==> config.mk <==
export PLATFORM = sky130hd
export DESIGN_NAME = mult_job_sequencer
export DESIGN_NICKNAME = d
export VERILOG_FILES = /design/src/rtl/mult_job_sequencer.sv
export SDC_FILE = /design/constraint.sdc
export NUM_CORES = 1
export LEC_CHECK = 0
export CAP_MARGIN = 20
export CORE_ASPECT_RATIO = 1.25
export CORE_MARGIN = 8
export CORE_UTILIZATION = 50
export CTS_BUF_LIST = sky130_fd_sc_hd__clkbuf_16
export CTS_CLUSTER_SIZE = 28
export DETAILED_ROUTE_END_ITERATION = 10
export PLACE_DENSITY = 0.86
export SKIP_CTS_REPAIR_TIMING = 1
export SYNTH_ARGS = -nofsm -noshare
export SYNTH_HDL_FRONTEND = slang
export SYNTH_SLANG_ARGS = --single-unit
==> constraint.sdc <==
create_clock -name clk -period 6.1 [get_ports clk]
set_input_delay 0.61 -clock clk [delete_from_list [all_inputs] [get_ports clk]]
set_output_delay 0.61 -clock clk [all_outputs]
set_load 0.05 [all_outputs]
==> src/rtl/mult_job_sequencer.sv <==
// mult_job_sequencer: upstream controller for a 16-bit accumulate-style
// multiplier. Operand pairs are buffered in a small FIFO, issued one at a
// time (clear accumulator, start pulse, wait for done) and the 32-bit product
// is returned on a valid/ready sink. Jobs with a zero operand are answered
// locally because the multiplier never completes when arg2 is zero.
//
// Optional feature: define MULT_SEQ_SWAP_MIN_EN to present the smaller
// operand as arg2 so the multiplier accumulates min(a,b) times.
module mult_job_sequencer #(
  parameter int FIFO_DEPTH = 4,
  parameter int CNT_W      = 16
) (
  input  logic             clk,
  input  logic             res,
  input  logic             in_valid,
  output logic             in_ready,
  input  logic [15:0]      in_a,
  input  logic [15:0]      in_b,
  output logic             out_valid,
  input  logic             out_ready,
  output logic [31:0]      out_product,
  output logic             mul_res_n,
  output logic             mul_start,
  output logic [15:0]      mul_arg1,
  output logic [15:0]      mul_arg2,
  input  logic             mul_done,
  input  logic [31:0]      mul_product,
  output logic             busy,
  output logic [CNT_W-1:0] job_count
);

  localparam int PTR_W = (FIFO_DEPTH > 1) ? $clog2(FIFO_DEPTH) : 1;

  typedef enum logic [2:0] {
    ST_IDLE  = 3'd0,
    ST_CLEAR = 3'd1,
    ST_START = 3'd2,
    ST_WAIT  = 3'd3,
    ST_HOLD  = 3'd4
  } state_t;

  // FIFO storage and bookkeeping
  logic [31:0]      r_fifo_mem [FIFO_DEPTH];
  logic [PTR_W-1:0] r_wr_ptr;
  logic [PTR_W-1:0] r_rd_ptr;
  logic [PTR_W:0]   r_fifo_cnt;

  // FSM state and registered outputs
  state_t           r_state;
  logic             r_wait_first;
  logic             r_out_valid;
  logic [31:0]      r_out_product;
  logic             r_mul_res_n;
  logic             r_mul_start;
  logic [15:0]      r_mul_arg1;
  logic [15:0]      r_mul_arg2;
  logic             r_busy;
  logic [CNT_W-1:0] r_job_count;

  // Combinational next values
  state_t           w_state_nx;
  logic             w_wait_first_nx;
  logic             w_out_valid_nx;
  logic [31:0]      w_out_product_nx;
  logic             w_mul_res_n_nx;
  logic             w_mul_start_nx;
  logic [15:0]      w_mul_arg1_nx;
  logic [15:0]      w_mul_arg2_nx;
  logic [CNT_W-1:0] w_job_count_nx;
  logic             w_pop;
  logic             w_push;
  logic             w_full;
  logic             w_empty;
  logic [31:0]      w_head;
  logic [15:0]      w_head_a;
  logic [15:0]      w_head_b;
  logic             w_swap;
  logic [15:0]      w_op1;
  logic [15:0]      w_op2;

  assign w_full   = (r_fifo_cnt == (PTR_W+1)'(FIFO_DEPTH));
  assign w_empty  = (r_fifo_cnt == '0);
  assign in_ready = !w_full && !res;
  assign w_push   = in_valid && in_ready;
  assign w_head   = r_fifo_mem[r_rd_ptr];
  assign w_head_a = w_head[31:16];
  assign w_head_b = w_head[15:0];

`ifdef MULT_SEQ_SWAP_MIN_EN
  // Smaller operand becomes the accumulation count to shorten the run.
  assign w_swap = (w_head_a < w_head_b);
`else
  assign w_swap = 1'b0;
`endif

  assign w_op1 = w_swap ? w_head_b : w_head_a;
  assign w_op2 = w_swap ? w_head_a : w_head_b;

  // FIFO storage write; contents need no reset since the count gates reads
  always_ff @(posedge clk) begin
    if (w_push) begin
      r_fifo_mem[r_wr_ptr] <= {in_a, in_b};
    end
  end

  // FIFO pointers and occupancy; a pop never frees a slot for the same cycle's push
  always_ff @(posedge clk) begin
    if (res) begin
      r_wr_ptr   <= '0;
      r_rd_ptr   <= '0;
      r_fifo_cnt <= '0;
    end else begin
      if (w_push) begin
        r_wr_ptr <= r_wr_ptr + 1'b1;
      end
      if (w_pop) begin
        r_rd_ptr <= r_rd_ptr + 1'b1;
      end
      case ({w_push, w_pop})
        2'b10:   r_fifo_cnt <= r_fifo_cnt + 1'b1;
        2'b01:   r_fifo_cnt <= r_fifo_cnt - 1'b1;
        default: r_fifo_cnt <= r_fifo_cnt;
      endcase
    end
  end

  // Next-state and next-output decode for the job issue FSM
  always_comb begin
    w_state_nx       = r_state;
    w_wait_first_nx  = 1'b0;
    w_out_valid_nx   = r_out_valid;
    w_out_product_nx = r_out_product;
    w_mul_res_n_nx   = 1'b1;
    w_mul_start_nx   = 1'b0;
    w_mul_arg1_nx    = r_mul_arg1;
    w_mul_arg2_nx    = r_mul_arg2;
    w_job_count_nx   = r_job_count;
    w_pop            = 1'b0;
    case (r_state)
      ST_IDLE: begin
        if (!w_empty) begin
          w_pop = 1'b1;
          if ((w_head_a == 16'd0) || (w_head_b == 16'd0)) begin
            w_out_product_nx = 32'd0;
            w_out_valid_nx   = 1'b1;
            w_state_nx       = ST_HOLD;
          end else begin
            w_mul_res_n_nx = 1'b0;
            w_mul_arg1_nx  = w_op1;
            w_mul_arg2_nx  = w_op2;
            w_state_nx     = ST_CLEAR;
          end
        end else begin
          w_state_nx = ST_IDLE;
        end
      end
      ST_CLEAR: begin
        w_mul_start_nx = 1'b1;
        w_state_nx     = ST_START;
      end
      ST_START: begin
        w_wait_first_nx = 1'b1;
        w_state_nx      = ST_WAIT;
      end
      ST_WAIT: begin
        // done may still be high from the previous job on the first cycle
        if (!r_wait_first && mul_done) begin
          w_out_product_nx = mul_product;
          w_out_valid_nx   = 1'b1;
          w_state_nx       = ST_HOLD;
        end else begin
          w_state_nx = ST_WAIT;
        end
      end
      ST_HOLD: begin
        if (out_ready) begin
          w_out_valid_nx = 1'b0;
          w_job_count_nx = r_job_count + 1'b1;
          w_state_nx     = ST_IDLE;
        end else begin
          w_state_nx = ST_HOLD;
        end
      end
      default: begin
        w_state_nx = ST_IDLE;
      end
    endcase
  end

  // State and output registers; reset discards any in-flight job
  always_ff @(posedge clk) begin
    if (res) begin
      r_state       <= ST_IDLE;
      r_wait_first  <= 1'b0;
      r_out_valid   <= 1'b0;
      r_out_product <= 32'd0;
      r_mul_res_n   <= 1'b0;
      r_mul_start   <= 1'b0;
      r_mul_arg1    <= 16'd0;
      r_mul_arg2    <= 16'd0;
      r_busy        <= 1'b0;
      r_job_count   <= '0;
    end else begin
      r_state       <= w_state_nx;
      r_wait_first  <= w_wait_first_nx;
      r_out_valid   <= w_out_valid_nx;
      r_out_product <= w_out_product_nx;
      r_mul_res_n   <= w_mul_res_n_nx;
      r_mul_start   <= w_mul_start_nx;
      r_mul_arg1    <= w_mul_arg1_nx;
      r_mul_arg2    <= w_mul_arg2_nx;
      r_busy        <= (w_state_nx != ST_IDLE);
      r_job_count   <= w_job_count_nx;
    end
  end

  assign out_valid   = r_out_valid;
  assign out_product = r_out_product;
  assign mul_res_n   = r_mul_res_n;
  assign mul_start   = r_mul_start;
  assign mul_arg1    = r_mul_arg1;
  assign mul_arg2    = r_mul_arg2;
  assign busy        = r_busy;
  assign job_count   = r_job_count;

endmodule

==> out/metrics.cfg, run 1 <==
[power_and_ir_drop]
ir_drop_mv = 0.346
power_mw = 4.91
power.leakage_nw = 3.75
pwr_density_cell_nw_per_um2 = 429

[synth]
avgSynthCellArea_um2 = 13.3
synthArstFlopShare_pct = 0
ys_ff_latch = 225
ys_top_cells_by_area = edfxtp_1 43%, dfxtp_1 22%, mux4_2 8.0%
synth_edf_count = 128
synthFlopType = edfxtp_1
synthesis.area_um2 = 9010
synth_top_area_cell = edfxtp_1
synth_common_cells = 128 x edfxtp_1, 97 x dfxtp_1, 65 x o31ai_1, 56 x nor2_1, 44 x a21oi_1
synth_top_area_share_pct = 42.7
yosysSeqAreaShare_pct = 64.2
ys.warnings.count = 0
synth_cells = 678
synth_nets = 754
post-synth-top-count-cell = edfxtp_1
synth_cell_types = 43

[worst_setup_path]
cp.required_ns = 6.44
reg2reg_slack_ns = 2.05
crit_arrival_ns = 4.39
start_kind = flip-flop
endpoint_kind = flip-flop
cp_max_fo = 33
worst-setup-path-type = reg -> reg

[finish]
final_nets = 889
antenna_cells = 0
nFillCells = 1310
multi_input_area_um2 = 2930
drive_gt1_share_pct = 10.0
regArea_um2 = 5790
area_delta_synth_final_pct = 27.2
final_cell_area_um2 = 11500

[global_routing]
grt_usage_pct = 18.1
antenna_found_initial = 0
grt_pass1_vias = 5944
grt_pass1_wl_mm = 32.9
grt-ovfl-total = 0
grt_max_degree = 97

[timing]
maxSlewHeadroom_pct = 36.3
maxSlewViolCount = 0
finalHoldViolCount = 0
finalSetupViolations = 0
min_period_ns = 4.05
fmax_mhz = 247
rsz0062_at_grt = no
setup_tns_ns = 0
finalCritPeriodShare_pct = 66.4
skew_ns = 0.0197
worstMarginPinSlew_ns = 0.954

[place]
port_buffers = 153
placed_cell_area_um2 = 10700
gp_congestion = 0.788
dpl.hpwl_mm = 14.1

[routing]
firstDrtPassIters = 5
vias_per_cell = 5.89
drt-total-wl_mm = 21.2
ant_nets = 0
routedWlPerCell_um = 20.1
drt_iter0_drc = 491
via_count = 6219
route.detailed.drc = 0

[die]
die_h_um = 166
core-area_um2 = 17900
die_area_um2 = 22600
pin_count = 154
start_util_pct = 50.4
placementRows = 55
die_w_um = 136

[cts]
root_buffer = clkbuf_16
htree_levels = 1
clk_latency_ns = 0.50
cts_tree = built
cts_num_sinks = 225
numCtsBuffers = 22
clk_path_buf_depth = 3
path_clk_slew_ns = 0.06

[flow_run]
cap_violations = 0

[outcome]
status = completed

[hold_path]
hp-class = reg -> reg

cell usage in the layout, fill, tap and decap left out, drive strengths merged:
master         instances
and4                   3
edfxtp               128
nand4                 38
bufinv                 3
clkbuf                23
inv                   13
ha                     6
mux2i                  1
xnor2                  8
nand3                  3
nor3                   5
nor4                   8
nand2                  7
clkinv                10
nor4bb                 1
o21ai                  7
nor2                  56
a21bo                  1
xor2                   7
or3                    7
a31oi                 33
and3                   7
a21boi                 1
o31ai                 65
nor2b                  2
and2                   1
nand2b                32
o21a                   1
a22oi                  1
fa                     1
nor3b                  2
dfxtp                 97
mux4                  32
buf                   16
a21oi                 45
or2                    1
and3b                  2
nand4b                 1
clkdlybuf4s50        152
nor4b                  1
power by group:
group | switching [mW] | total, mW | internal [mW] | leakage, nW
Sequential | 0.132 | 1.92 | 1.79 | 1.95
Combinational | 1.05 | 1.64 | 0.596 | 1.43
Clock | 0.544 | 1.35 | 0.806 | 0.367
Total | 1.72 | 4.91 | 3.19 | 3.75
cells by family after synthesis:
family | Yosys count | share of synthesized area (%)
flip-flops | 225 | 64.2
AND/OR/NAND/NOR | 177 | 10.7
AO/OA/AOI/OAI | 154 | 11.1
buffers and inverters | 67 | 3.40
multiplexers | 33 | 8.11
XOR/XNOR | 15 | 1.46
adder cells (fa/ha/maj) | 7 | 1.06
routing by layer:
layer	track usage, %	wire length (um)
met5	0	0
met4	5.74	503
met3	4.36	1850
met2	29.7	10400
met1	22.9	8440
worst max-delay path, stage by stage, from the launching register on:
cell,delay (ns)
dfxtp_2,0.68
buf_4,0.42
mux4_2,0.59
nor4_1,0.47
nand4_1,0.35
buf_4,0.35
a21oi_4,0.79
o31ai_1,0.19
final cells by class:
cell class / count / area share [%]
Tap cell: 228 / 2.49
Clock inverter: 16 / 1.29
Clock buffer: 23 / 5.02
Inverter: 10 / 0.327
Multi-Input combinational cell: 386 / 25.6
Timing Repair Buffer: 168 / 14.8
Sequential cell: 225 / 50.5
metrics by stage:
stage / setup WS, ns / hold WS [ns] / instances / utilization (%)
2_1_floorplan: 3.18 / 0.471 / 678 / -
3_3_place_gp: 2.23 / 0.454 / 1014 / 59.6
3_5_place_dp: 2.14 / 0.460 / 1014 / 59.6
4_1_cts: 2.01 / 0.468 / 1053 / 63.6
5_1_grt: 1.79 / 0.487 / 1056 / 64.1
6_report: 2.05 / 0.467 / 1056 / 64.1
sequential cells by signal, summed over array words and instances (netlist names), named ones only:
signal / cells
busy: 1
job_count: 16
mul_arg1: 16
mul_arg2: 16
mul_res_n: 1
mul_start: 1
out_product: 32
out_valid: 1
r_fifo_cnt: 3
r_fifo_mem: 128
r_rd_ptr: 2
r_state: 3
r_wait_first: 1
r_wr_ptr: 2
path summary, 6_finish.rpt:
check                                  from                           to  cells after the start
setup / recovery                  flip-flop  out_product[5]$_SDFFE_PP0P_                      7
hold / removal    mul_arg1[15]$_SDFFE_PP0P_    mul_arg1[15]$_SDFFE_PP0P_                      2
setup reg to reg                  flip-flop  out_product[5]$_SDFFE_PP0P_                      7
hold reg to reg   mul_arg1[15]$_SDFFE_PP0P_    mul_arg1[15]$_SDFFE_PP0P_                      2
No activity file was read; power rests on OpenSTA's default activity.
==> inputs of run 2 (changes only) <==
--- a/config.mk
+++ b/config.mk
@@ -8,7 +8,7 @@
 export CAP_MARGIN = 20
 export CORE_ASPECT_RATIO = 1.25
 export CORE_MARGIN = 8
-export CORE_UTILIZATION = 50
+export CORE_UTILIZATION = 48
 export CTS_BUF_LIST = sky130_fd_sc_hd__clkbuf_16
 export CTS_CLUSTER_SIZE = 28
 export DETAILED_ROUTE_END_ITERATION = 10
==> constraint.sdc (replaced) <==
create_clock -name clk -period 3.47 [get_ports clk]
set_input_delay 0.347 -clock clk [delete_from_list [all_inputs] [get_ports clk]]
set_output_delay 0.347 -clock clk [all_outputs]
set_load 0.05 [all_outputs]
==> out/metrics.cfg, run 2 (synthesis results as in run 1) <==
[hold_path]
min_from = res
hp-class = in -> reg

[worst_setup_path]
cp_num_buf_inv = 2
cp_cell_sequence = buf_4 -> mux4_2 -> nor4_1 -> nand4_1 -> a21oi_4 -> buf_4 -> o31ai_1
crit_arrival_ns = 3.23
endpoint_kind = flip-flop
slowest_stage = mux4_2
cp_max_fo = 33
cp_slowest_stage_delay_ns = 0.61
start_kind = flip-flop
worst-setup-path-type = reg -> reg
cp.required_ns = 3.84
cp_top_family = buffers and inverters
crit_top_cell = buf_4

[place]
placed_cell_area_um2 = 10700
port_buffers = 153
gp_congestion = 0.758
dpl.hpwl_mm = 13.9

[routing]
via_count = 6272
vias_per_cell = 5.87
route.detailed.drc = 0
firstDrtPassIters = 5
drt_iter0_drc = 494
ant_nets = 0
routedWlPerCell_um = 20.0
drt-total-wl_mm = 21.4

[timing]
min_period_ns = 2.86
fin_hold_ws_ns = 0.426
finalCritPeriodShare_pct = 82.4
rsz0062_at_grt = no
maxSlewViolCount = 0
finalHoldViolCount = 0
maxSlewHeadroom_pct = 38.9
fmax_mhz = 350
skew_ns = 0.0142
setup_tns_ns = 0
worstMarginPinSlew_ns = 0.917
finalSetupViolations = 0

[die]
placementRows = 56
die_w_um = 139
start_util_pct = 48.5
core-area_um2 = 18600
die_area_um2 = 23400
die_h_um = 169
pin_count = 154

[cts]
cts_tree = built
path_clk_slew_ns = 0.06
clk_latency_ns = 0.51
numCtsBuffers = 22
htree_levels = 1
root_buffer = clkbuf_16
cts_num_sinks = 225
clk_path_buf_depth = 3

[global_routing]
grt_pass1_wl_mm = 34.4
grt_max_degree = 97
grt_usage_pct = 17.9
antenna_found_initial = 0
grt-ovfl-total = 0
grt_pass1_vias = 6339

[finish]
final_nets = 896
nFillCells = 1337
mostFrequentLayoutCell = clkdlybuf4s50_1
area_delta_synth_final_pct = 28.2
largest_reg_flops = 128
final_cell_area_um2 = 11600
final_cell_mix = 152 x clkdlybuf4s50_1, 128 x edfxtp_1, 96 x dfxtp_1, 65 x o31ai_1, 56 x nor2_1
largest-register = r_fifo_mem
regArea_um2 = 5790
drive_gt1_share_pct = 11.4
multi_input_area_um2 = 2930

[power_and_ir_drop]
ir_drop_mv = 0.491
power.leakage_nw = 3.79
pwr_density_cell_nw_per_um2 = 772

[flow_run]
cap_violations = 0

[outcome]
status = completed

## run 2: where the power goes
part	switching [mW]	internal (mW)	total, mW
sequential	0.173	3.14	3.31
combinational	1.91	1.05	2.96
clock	0.999	1.65	2.65
total	3.08	5.84	8.92
## run 2: final cells by class
| cell class | count | area share [%] |
|---|---|---|
| diodes | 1 | 0.0217 |
| inverters | 10 | 0.325 |
| multi-input cells | 386 | 25.4 |
| repair buffers | 175 | 14.6 |
| well taps | 232 | 2.51 |
| clock buffers | 23 | 4.98 |
| clock inverters | 17 | 2.08 |
| flip-flops and latches | 225 | 50.1 |
## run 2: per-stage QoR
| stage | instances | util (%) | power [mW] | setup WS [ns] |
|---|---|---|---|---|
| finish | 1069 | 62.2 | 8.92 | 0.611 |
| global route | 1068 | 62.2 | 9.34 | 0.350 |
| CTS | 1068 | 62.2 | 8.98 | 0.538 |
| detailed placement | 1028 | 57.8 | 6.30 | 0.586 |
| global placement | 1028 | 57.8 | 6.25 | 0.621 |
| floorplan | 678 | - | 5.41 | 0.679 |
## run 2: per-layer routing
metal / up-vias / share of wire (%) / global-route usage (%)
li1: 2904 / - / -
met1: 3029 / 41 / 22.2
met2: 270 / 48 / 29.1
met3: 69 / 7.1 / 4.40
met4: 0 / 3.8 / 8.33
met5: - / 0 / 0
## run 2: final timing paths
check	end	slack, ns	cells after the start
max reg2reg	out_product[16]$_SDFFE_PP0P_	0.61	7
max	out_product[16]$_SDFFE_PP0P_	0.61	7
min reg2reg	mul_arg1[12]$_SDFFE_PP0P_	0.47	2
min	r_wr_ptr[1]$_SDFFE_PP0P_	0.43	5
## run 2: tightest hold or removal path, delay by kind of cell
family | cells | cell delay, ns
simple gates | 2 | 0.30
buf+inv | 1 | 0.09
compound gates | 2 | 0.14
